File: src/rtl/mips_pkg.sv
// Opcode/funct constants, FSM state encoding and the register match helper
// shared by the hazard controller and its ID-stage decoder.
package mips_pkg;

    localparam logic [5:0] OP_RTYPE  = 6'h00;
    localparam logic [5:0] OP_REGIMM = 6'h01;
    localparam logic [5:0] OP_J      = 6'h02;
    localparam logic [5:0] OP_JAL    = 6'h03;
    localparam logic [5:0] OP_BEQ    = 6'h04;
    localparam logic [5:0] OP_BNE    = 6'h05;
    localparam logic [5:0] OP_BLEZ   = 6'h06;
    localparam logic [5:0] OP_BGTZ   = 6'h07;
    localparam logic [5:0] OP_LUI    = 6'h0f;
    localparam logic [5:0] OP_SW     = 6'h2b;

    localparam logic [5:0] FN_JR     = 6'h08;
    localparam logic [5:0] FN_JALR   = 6'h09;

    localparam logic [1:0] ST_RUN    = 2'd0;
    localparam logic [1:0] ST_STALL  = 2'd1;
    localparam logic [1:0] ST_FREEZE = 2'd2;

    // $0 is hardwired to zero, so it never creates a dependency.
    function automatic logic reg_match(input logic we, input logic [4:0] rd, input logic [4:0] src);
        return we && (rd != 5'd0) && (rd == src);
    endfunction

endpackage

File: src/rtl/hz_decode.sv
// Classifies the ID-stage instruction: which source fields it reads and
// whether it is a branch/jump-register resolved in ID.
module hz_decode
    import mips_pkg::*;
(
    input  logic [31:0] id_ins,
    output logic        uses_rs,
    output logic        uses_rt,
    output logic        is_br,
    output logic        br_rt
);

    logic [5:0] op;
    logic [5:0] funct;
    logic       unused_bits;

    assign op          = id_ins[31:26];
    assign funct       = id_ins[5:0];
    assign unused_bits = ^id_ins[25:6];

    assign uses_rs = !((op == OP_J) || (op == OP_JAL) || (op == OP_LUI));
    assign uses_rt = (op == OP_RTYPE) || (op == OP_BEQ) || (op == OP_BNE) || (op == OP_SW);
    assign br_rt   = (op == OP_BEQ) || (op == OP_BNE);
    assign is_br   = (op == OP_REGIMM) || br_rt || (op == OP_BLEZ) || (op == OP_BGTZ) ||
                     ((op == OP_RTYPE) && ((funct == FN_JR) || (funct == FN_JALR)));

endmodule

File: src/rtl/hazard_ctrl.sv
// Hazard/sequencing controller for a 5-stage MIPS with branches resolved in
// ID: stall/bubble/flush/freeze control, ID forwarding and perf counters.
module hazard_ctrl
    import mips_pkg::*;
#(
    parameter int CNT_W = 16
) (
    input  logic             clk,
    input  logic             reset,
    input  logic [31:0]      id_ins,
    input  logic [1:0]       id_pc_src,
    input  logic             id_ex_mem_read,
    input  logic             id_ex_reg_write,
    input  logic [4:0]       id_ex_rd,
    input  logic             ex_mem_mem_read,
    input  logic             ex_mem_reg_write,
    input  logic [4:0]       ex_mem_rd,
    input  logic             mem_wait,
    input  logic             clr_cnt,
    output logic             pc_write,
    output logic             if_id_write,
    output logic             pipe_en,
    output logic             control_sel,
    output logic             if_flush,
    output logic             forward_c,
    output logic             forward_d,
    output logic [1:0]       state,
    output logic [CNT_W-1:0] stall_count,
    output logic [CNT_W-1:0] flush_count
);

    logic [4:0] rs;
    logic [4:0] rt;
    logic       uses_rs, uses_rt, is_br, br_rt;
    logic       ex_rs, ex_rt, mem_rs, mem_rt;
    logic       h1, h2, h3, need_stall;

    logic [1:0]       state_q, state_d;
    logic [CNT_W-1:0] stall_cnt_q, stall_cnt_d;
    logic [CNT_W-1:0] flush_cnt_q, flush_cnt_d;

    assign rs = id_ins[25:21];
    assign rt = id_ins[20:16];

    hz_decode u_decode (
        .id_ins  (id_ins),
        .uses_rs (uses_rs),
        .uses_rt (uses_rt),
        .is_br   (is_br),
        .br_rt   (br_rt)
    );

    assign ex_rs  = reg_match(id_ex_reg_write, id_ex_rd, rs);
    assign ex_rt  = reg_match(id_ex_reg_write, id_ex_rd, rt);
    assign mem_rs = reg_match(ex_mem_reg_write, ex_mem_rd, rs);
    assign mem_rt = reg_match(ex_mem_reg_write, ex_mem_rd, rt);

    assign h1 = id_ex_mem_read && ((uses_rs && ex_rs) || (uses_rt && ex_rt));
    assign h2 = is_br && (ex_rs || (br_rt && ex_rt));
    assign h3 = is_br && ex_mem_mem_read && (mem_rs || (br_rt && mem_rt));
    assign need_stall = h1 || h2 || h3;

    // Loads in MEM are covered by H3, so only ALU results are forwarded.
    assign forward_c = is_br && !ex_mem_mem_read && mem_rs;
    assign forward_d = is_br && br_rt && !ex_mem_mem_read && mem_rt;

    always_comb begin
        state_d     = ST_RUN;
        pc_write    = 1'b1;
        if_id_write = 1'b1;
        pipe_en     = 1'b1;
        control_sel = 1'b1;
        if_flush    = 1'b0;
        if (reset && mem_wait) begin
            state_d     = ST_FREEZE;
            pc_write    = 1'b0;
            if_id_write = 1'b0;
            pipe_en     = 1'b0;
        end else if (reset && need_stall) begin
            state_d     = ST_STALL;
            pc_write    = 1'b0;
            if_id_write = 1'b0;
            control_sel = 1'b0;
        end else begin
            if_flush = (id_pc_src != 2'b00);
        end
    end

    always_comb begin
        stall_cnt_d = stall_cnt_q;
        flush_cnt_d = flush_cnt_q;
        if (clr_cnt) begin
            stall_cnt_d = '0;
            flush_cnt_d = '0;
        end else begin
            if ((state_d == ST_STALL) && (stall_cnt_q != '1))
                stall_cnt_d = stall_cnt_q + CNT_W'(1);
            if (if_flush && (flush_cnt_q != '1))
                flush_cnt_d = flush_cnt_q + CNT_W'(1);
        end
    end

    always_ff @(posedge clk or negedge reset) begin
        if (!reset) begin
            state_q     <= ST_RUN;
            stall_cnt_q <= '0;
            flush_cnt_q <= '0;
        end else begin
            state_q     <= state_d;
            stall_cnt_q <= stall_cnt_d;
            flush_cnt_q <= flush_cnt_d;
        end
    end

    assign state       = state_q;
    assign stall_count = stall_cnt_q;
    assign flush_count = flush_cnt_q;

endmodule

File: config.mk
export PLATFORM = sky130hd
export DESIGN_NAME = hazard_ctrl
export DESIGN_NICKNAME = d
export VERILOG_FILES = /design/src/rtl/mips_pkg.sv /design/src/rtl/hz_decode.sv /design/src/rtl/hazard_ctrl.sv
export SDC_FILE = /design/constraint.sdc
export NUM_CORES = 1
export LEC_CHECK = 0
export CORE_UTILIZATION = 43
export DETAILED_ROUTE_END_ITERATION = 12
export GPL_ROUTABILITY_DRIVEN = 1
export PLACE_DENSITY = 0.78
export SYNTH_ARGS = -nofsm -noshare
export SYNTH_HDL_FRONTEND = slang
export SYNTH_SLANG_ARGS = --single-unit
File: constraint.sdc
create_clock -name clk -period 4.5 [get_ports clk]
set_input_delay 1.35 -clock clk [delete_from_list [all_inputs] [get_ports clk]]
set_output_delay 1.35 -clock clk [all_outputs]
set_load 0.005 [all_outputs]
---- Word-level counts from Yosys, hierarchy flattened ----
Index checks and enable logic that the tools add are counted.
storage, ports and cells
  input port bits ......................... 52
  output and inout port bits .............. 41
  bits in registers ....................... 34
  word-level logic and storage cells ...... 83
operators by class
  equal/unequal tests ..................... 18
  reductions and logical operators ........ 48
  muxes and demuxes ....................... 12
  add/sub/neg operators ................... 2
operator list
  cell                   number
  $mux 16                4
  $add 16x1->16 const B  2
  $ne 16x16->1 const B   2
  $eq 6x3->1 const B     4
  $logic_and 1x1->1      24
  $eq 5x5->1             4
  $eq 6x4->1 const B     3
  $logic_or 1x1->1       16
  $eq 6x2->1 const B     2
  $reduce_bool 5->1      2
  $mux 1                 7
  $eq 6x1->1 const B     1
  $eq 6x6->1 const B     1
  $logic_not 6->1        1
  $reduce_bool 2->1      3
  $eq 2x1->1 const B     1
  $logic_not 1->1        2
  $mux 2                 1

---- Longest topological paths before layout ----
  word-level depth ........................ 16
  mapped depth ............................ 9
  depth with buffers taken out ............ 9

---- By module ----
From an unflattened synthesis, not the netlist that was laid out.
second synthesis, totals
  cells, all modules ...................... 264
  area, all modules ....................... 2,274.7 um2
by module, submodules not included
  module       area each (um2)  cells each  instances
  hazard_ctrl  2,187.1          250         1
  hz_decode    87.6             14          1

---- Least setup slack after synthesis ----
Ideal clock, no wire load.
  kind .................................... input to output
  from .................................... input port id_ex_rd[1]
  to ...................................... output port if_flush
  arrival ................................. 3.028 ns
  required time ........................... 3.150 ns
  setup slack ............................. 0.122 ns
  stages on the path ...................... 6
  buffers on the path ..................... 1
  cell sequence ........................... or4_1 > o21ai_1 > a211oi_2 > o41ai_2 > buf_2 > o21a_1
on the way
  longest elaborated chain between the ends .. 11
  elaborated cells on any way between the ends .. 18
  classes of those cells .................. eq/ne (2); mux (2); reduce/logical (14)
RTL lines
  what                                  line                                  text
  start, declared                       hazard_ctrl.sv:14                     input logic [4:0] id_ex_rd,
  $reduce_bool 5->1                     mips_pkg.sv:25                        return we && (rd != 5'd0) && (rd == src);
  $logic_and 1x1->1 (2 in a row)        mips_pkg.sv:25
  $logic_and 1x1->1 (on tied branches)  hazard_ctrl.sv:58, hazard_ctrl.sv:59
  $logic_or 1x1->1 (on tied branches)   hazard_ctrl.sv:58, hazard_ctrl.sv:59
  $logic_and 1x1->1 (on tied branches)  hazard_ctrl.sv:58, hazard_ctrl.sv:59
  $logic_or 1x1->1 (*) (2 in a row)     hazard_ctrl.sv:61                     assign need_stall = h1 || h2 || h3;
  $logic_and 1x1->1 (*)                 hazard_ctrl.sv:79                     end else if (reset && need_stall) begin
  $mux 1 (*)                            hazard_ctrl.sv:79
  $mux 1 (*)                            hazard_ctrl.sv:74                     if (reset && mem_wait) begin
  end, declared                         hazard_ctrl.sv:24                     output logic if_flush,
Every way passes the cells marked *; elsewhere a longest branch is shown, timed or not.

---- Final worst setup path ----
  from .................................... input port id_ins[30]
  to ...................................... output port pc_write
on the way
  longest elaborated chain between the ends .. 12
  elaborated cells on any way between the ends .. 38
  classes of those cells .................. eq/ne (9); mux (2); reduce/logical (27)
RTL lines
  what                                                          line                                                     text
  start, declared                                               hazard_ctrl.sv:10                                        input logic [31:0] id_ins,
  $eq 6x2->1 (tied with other cells)                            hz_decode.sv:21                                          assign uses_rs = !((op == OP_J) || (op == OP_JAL) || (op == OP_LUI));
  $logic_or 1x1->1 (on tied branches)                           hz_decode.sv:21, hz_decode.sv:22, hz_decode.sv:23
  $logic_or 1x1->1 (on tied branches)                           hz_decode.sv:21, hz_decode.sv:22, hz_decode.sv:24
  $logic_not 1->1 (tied with other cells)                       hz_decode.sv:21
  $logic_and 1x1->1 / $logic_or 1x1->1 (equally long branches)  hazard_ctrl.sv:58, hz_decode.sv:24
  $logic_or 1x1->1 (on tied branches)                           hazard_ctrl.sv:58, hz_decode.sv:24
  $logic_and 1x1->1 (on tied branches)                          hazard_ctrl.sv:58, hazard_ctrl.sv:59, hazard_ctrl.sv:60
  $logic_or 1x1->1 / $logic_and 1x1->1 (equally long branches)  hazard_ctrl.sv:61, hazard_ctrl.sv:60
  $logic_or 1x1->1 (*)                                          hazard_ctrl.sv:61
  $logic_and 1x1->1 (*)                                         hazard_ctrl.sv:79
  $mux 1 (*)                                                    hazard_ctrl.sv:79
  $mux 1 (*)                                                    hazard_ctrl.sv:74
  end, declared                                                 hazard_ctrl.sv:20                                        output logic pc_write,
Marked as above.

==> key figures <==
Outcome
  – Status: finished with violations
  – Failing checks: setup timing

CTS
  – TritonCTS clock tree: done
  – H-tree Lvls: 2
  – Worst-skew pair later-pin latency: 0.29 ns
  – Clock sinks: 34
  – CTS root buffer: clkbuf_8
  – Clock-pin slew on the worst setup and hold paths: 0.07 ns
  – Max clock buf depth: 2
  – Inserted Clock Buffers: 5

STA
  – Final worst slack: -0.121 ns
  – Minimum clock period: 4.62 ns
  – Final max-slew violation count: 0
  – Final hold vios: 0
  – Final critical-path share of the clock period: 103%
  – Max Freq: roughly 220 MHz
  – Skew final: 0.00784 ns
  – Worst slew margin: 26.5%
  – RSZ-0062 raised after global routing: yes
  – Worst hold margin: 0.567 ns
  – Count of final setup violators: 3
  – Worst slew pin tran: 1.09 ns

Synthesis
  – Syn avg cell area: roughly 9.2 um^2
  – Post-Syn Nets: 297
  – Cells after Synth: 243
  – Register area share after synthesis: 37.9%
  – Ys async rst share: 100%
  – FF+latch count, synth: 34
  – Most frequent cell after synthesis: dfrtp_1
  – Prevailing post-synth register cell: dfrtp_1
  – Syn. warnings: 0
  – Synth unique cells: 49
  – Synth area leader: dfrtp_1
  – Cell Area, Synth: ~0.0022 mm^2
  – Synth top area cells: dfrtp_1 38%, xnor2_1 8.2%, xor2_1 7.0%
  – Synth top cells by count: 34 x dfrtp_1, 30 x nor2_1, 21 x xnor2_1
  – Post-synth EDFFs: 0
  – Synth top area share: 37.9%

Routing
  – DR pass1 iterations: 4
  – Via count: 2372
  – DRT Wirelength: between 6000 and 7000 um
  – Final antenna-violating net count: 0
  – Initial DRC count: 100
  – Routed len/inst: ~14 um
  – Mean number of vias per cell: 5.43
  – Drt drc: 0

Place
  – HPWL after detailed placement: 4590 um
  – Gp weighted congestion: 0.826
  – DP Area: 0.00336 mm^2
  – Input/output buffers: 81
  – Inst Count DP: 419

Floorplanning
  – I/O Pins: 93
  – Die height: between 70 and 80 um
  – Die area: 0.00551 mm^2
  – Die width: ~74 um
  – Starting Density: 46.0%
  – # rows: 25
  – Core area: 0.00488 mm^2

Worst setup path
  – Worst Reg-to-Reg Cells: 8
  – CP endpoint kind: primary output
  – Arr. time, crit path: 3.27 ns
  – Setup CP Type: in -> out
  – Crit path max fanout: 3
  – Reg2reg start: flush_count[6]
  – CP startpoint kind: primary input
  – Worst EP required: ~3.2 ns
  – Crit path from: id_ins[30]

Global route
  – Pin count of the biggest net entering global routing: 26
  – Total grt overflow: 0
  – Total GRT Usage: 23.6%
  – First-pass GRT wire length: 10000 um
  – Vias in the first global route: ~2400
  – Antenna violations before repair: 0

Power and ir drop
  – VDD IR max: 153 uV
  – Total Power: 0.000731 W
  – PD cells: slightly above 200 mW/mm^2
  – Leakage: 1.52 nW

Worst hold path
  – Hold Crit Class: reg -> reg
  – Min-delay src: flush_count[10]
  – Hold path cells: 2

Finish
  – FILL cells: ~370
  – Area delta synth->final: 60.2%
  – # nets final: 423
  – Antenna Cells: 0
  – Layout cells sized above 1: 25.9%
  – Fin util: between 70% and 80%
  – Post-route cell area: between 0.003 and 0.004 mm^2
  – Layout Cells excl Fill: 437

Run
  – Max-capacitance violation count: 0
==> cell usage in the layout, fill, tap and decap left out, types with 4 or more instances in the layout <==
| cell type | count |
|---|---|
| dfrtp_1 | 34 |
| buf_6 | 5 |
| xor2_1 | 17 |
| clkbuf_2 | 11 |
| and3_1 | 9 |
| a21oi_1 | 8 |
| or3_1 | 8 |
| dlygate4sd2_1 | 11 |
| nor3_1 | 4 |
| buf_4 | 42 |
| o21ai_0 | 7 |
| buf_2 | 5 |
| clkbuf_8 | 5 |
| clkdlybuf4s50_1 | 44 |
| nand3_1 | 18 |
| xnor2_1 | 21 |
| nand2_1 | 14 |
| nor2_1 | 30 |
| and2_1 | 4 |
| inv_1 | 6 |
==> metrics by stage <==
stage                     setup WS, ns  setup TNS [ns]
after floorplan                  0.122               0
after global placement          -0.700           -2.99
after detailed placement        -0.735           -3.16
after CTS                       -0.176          -0.268
after global routing            -0.155          -0.504
final                           -0.121          -0.348
==> cells by family (layout without fill, tap and decap cells) <==
| group | after synthesis | in the layout | synth area share (%) |
|---|---|---|---|
| mux | 3 | 3 | 1.34 |
| xor+xnor | 39 | 39 | 15.2 |
| compound gates | 33 | 33 | 12.0 |
| simple gates | 118 | 118 | 29.5 |
| fa+ha+maj | 2 | 2 | 1.11 |
| flops | 34 | 34 | 37.9 |
| buf+inv | 14 | 141 | 2.90 |
==> what timing repair did <==
action                     CTS  global route
setup endpoints to repair    6             5
gates resized for setup     79            38
pin swaps                   21            25
hold buffers                 0             0
buffers inserted             7             4
==> sequential cells by signal, indices dropped and copies added (netlist names) <==
| signal | count |
|---|---|
| flush_count | 16 |
| stall_count | 16 |
| state | 2 |
==> per-layer routing <==
layer	track usage, %	vias up	part of all wire (%)
met2	42.7	96	51
met5	0	-	0
met3	5.15	7	6.3
met1	27.5	1148	42
met4	8.18	0	0.82
li1	-	1121	-
==> worst paths after layout <==
path	slack [ns]	end
max	-0.12	pc_write
min	0.57	flush_count[10]
max reg2reg	1.83	flush_count[11]
min reg2reg	0.57	flush_count[10]
max in group asynchronous	2.93	stall_count[10]
min in group asynchronous	0.94	flush_count[5]
==> layout make-up <==
type | instances | area (um^2) | area share [%]
clock buffers | 7 | 76.3 | 2.12
well taps | 67 | 83.8 | 2.33
multi-input cells | 195 | 1440 | 39.9
inverters | 7 | 26.3 | 0.731
clock inverters | 1 | 30.0 | 0.835
repair buffers | 126 | 1090 | 30.4
flip-flops and latches | 34 | 851 | 23.7
==> critical path, stage by stage <==
cell and delay, ns:
clkbuf_2 0.14, nor4_4 0.25, nand2_1 0.11, or3_4 0.35, a2111oi_4 0.44, o41ai_2 0.12, buf_4 0.17, buf_4 0.13
buf_12 0.12, buf_6 0.10
==> power breakdown <==
part,switching (W),internal (W)
combinational,0.0000635,0.0000763
sequential,0.00000344,0.000309
clock,0.000113,0.000166
total,0.000180,0.000551
(Power assumes the default switching activity.)
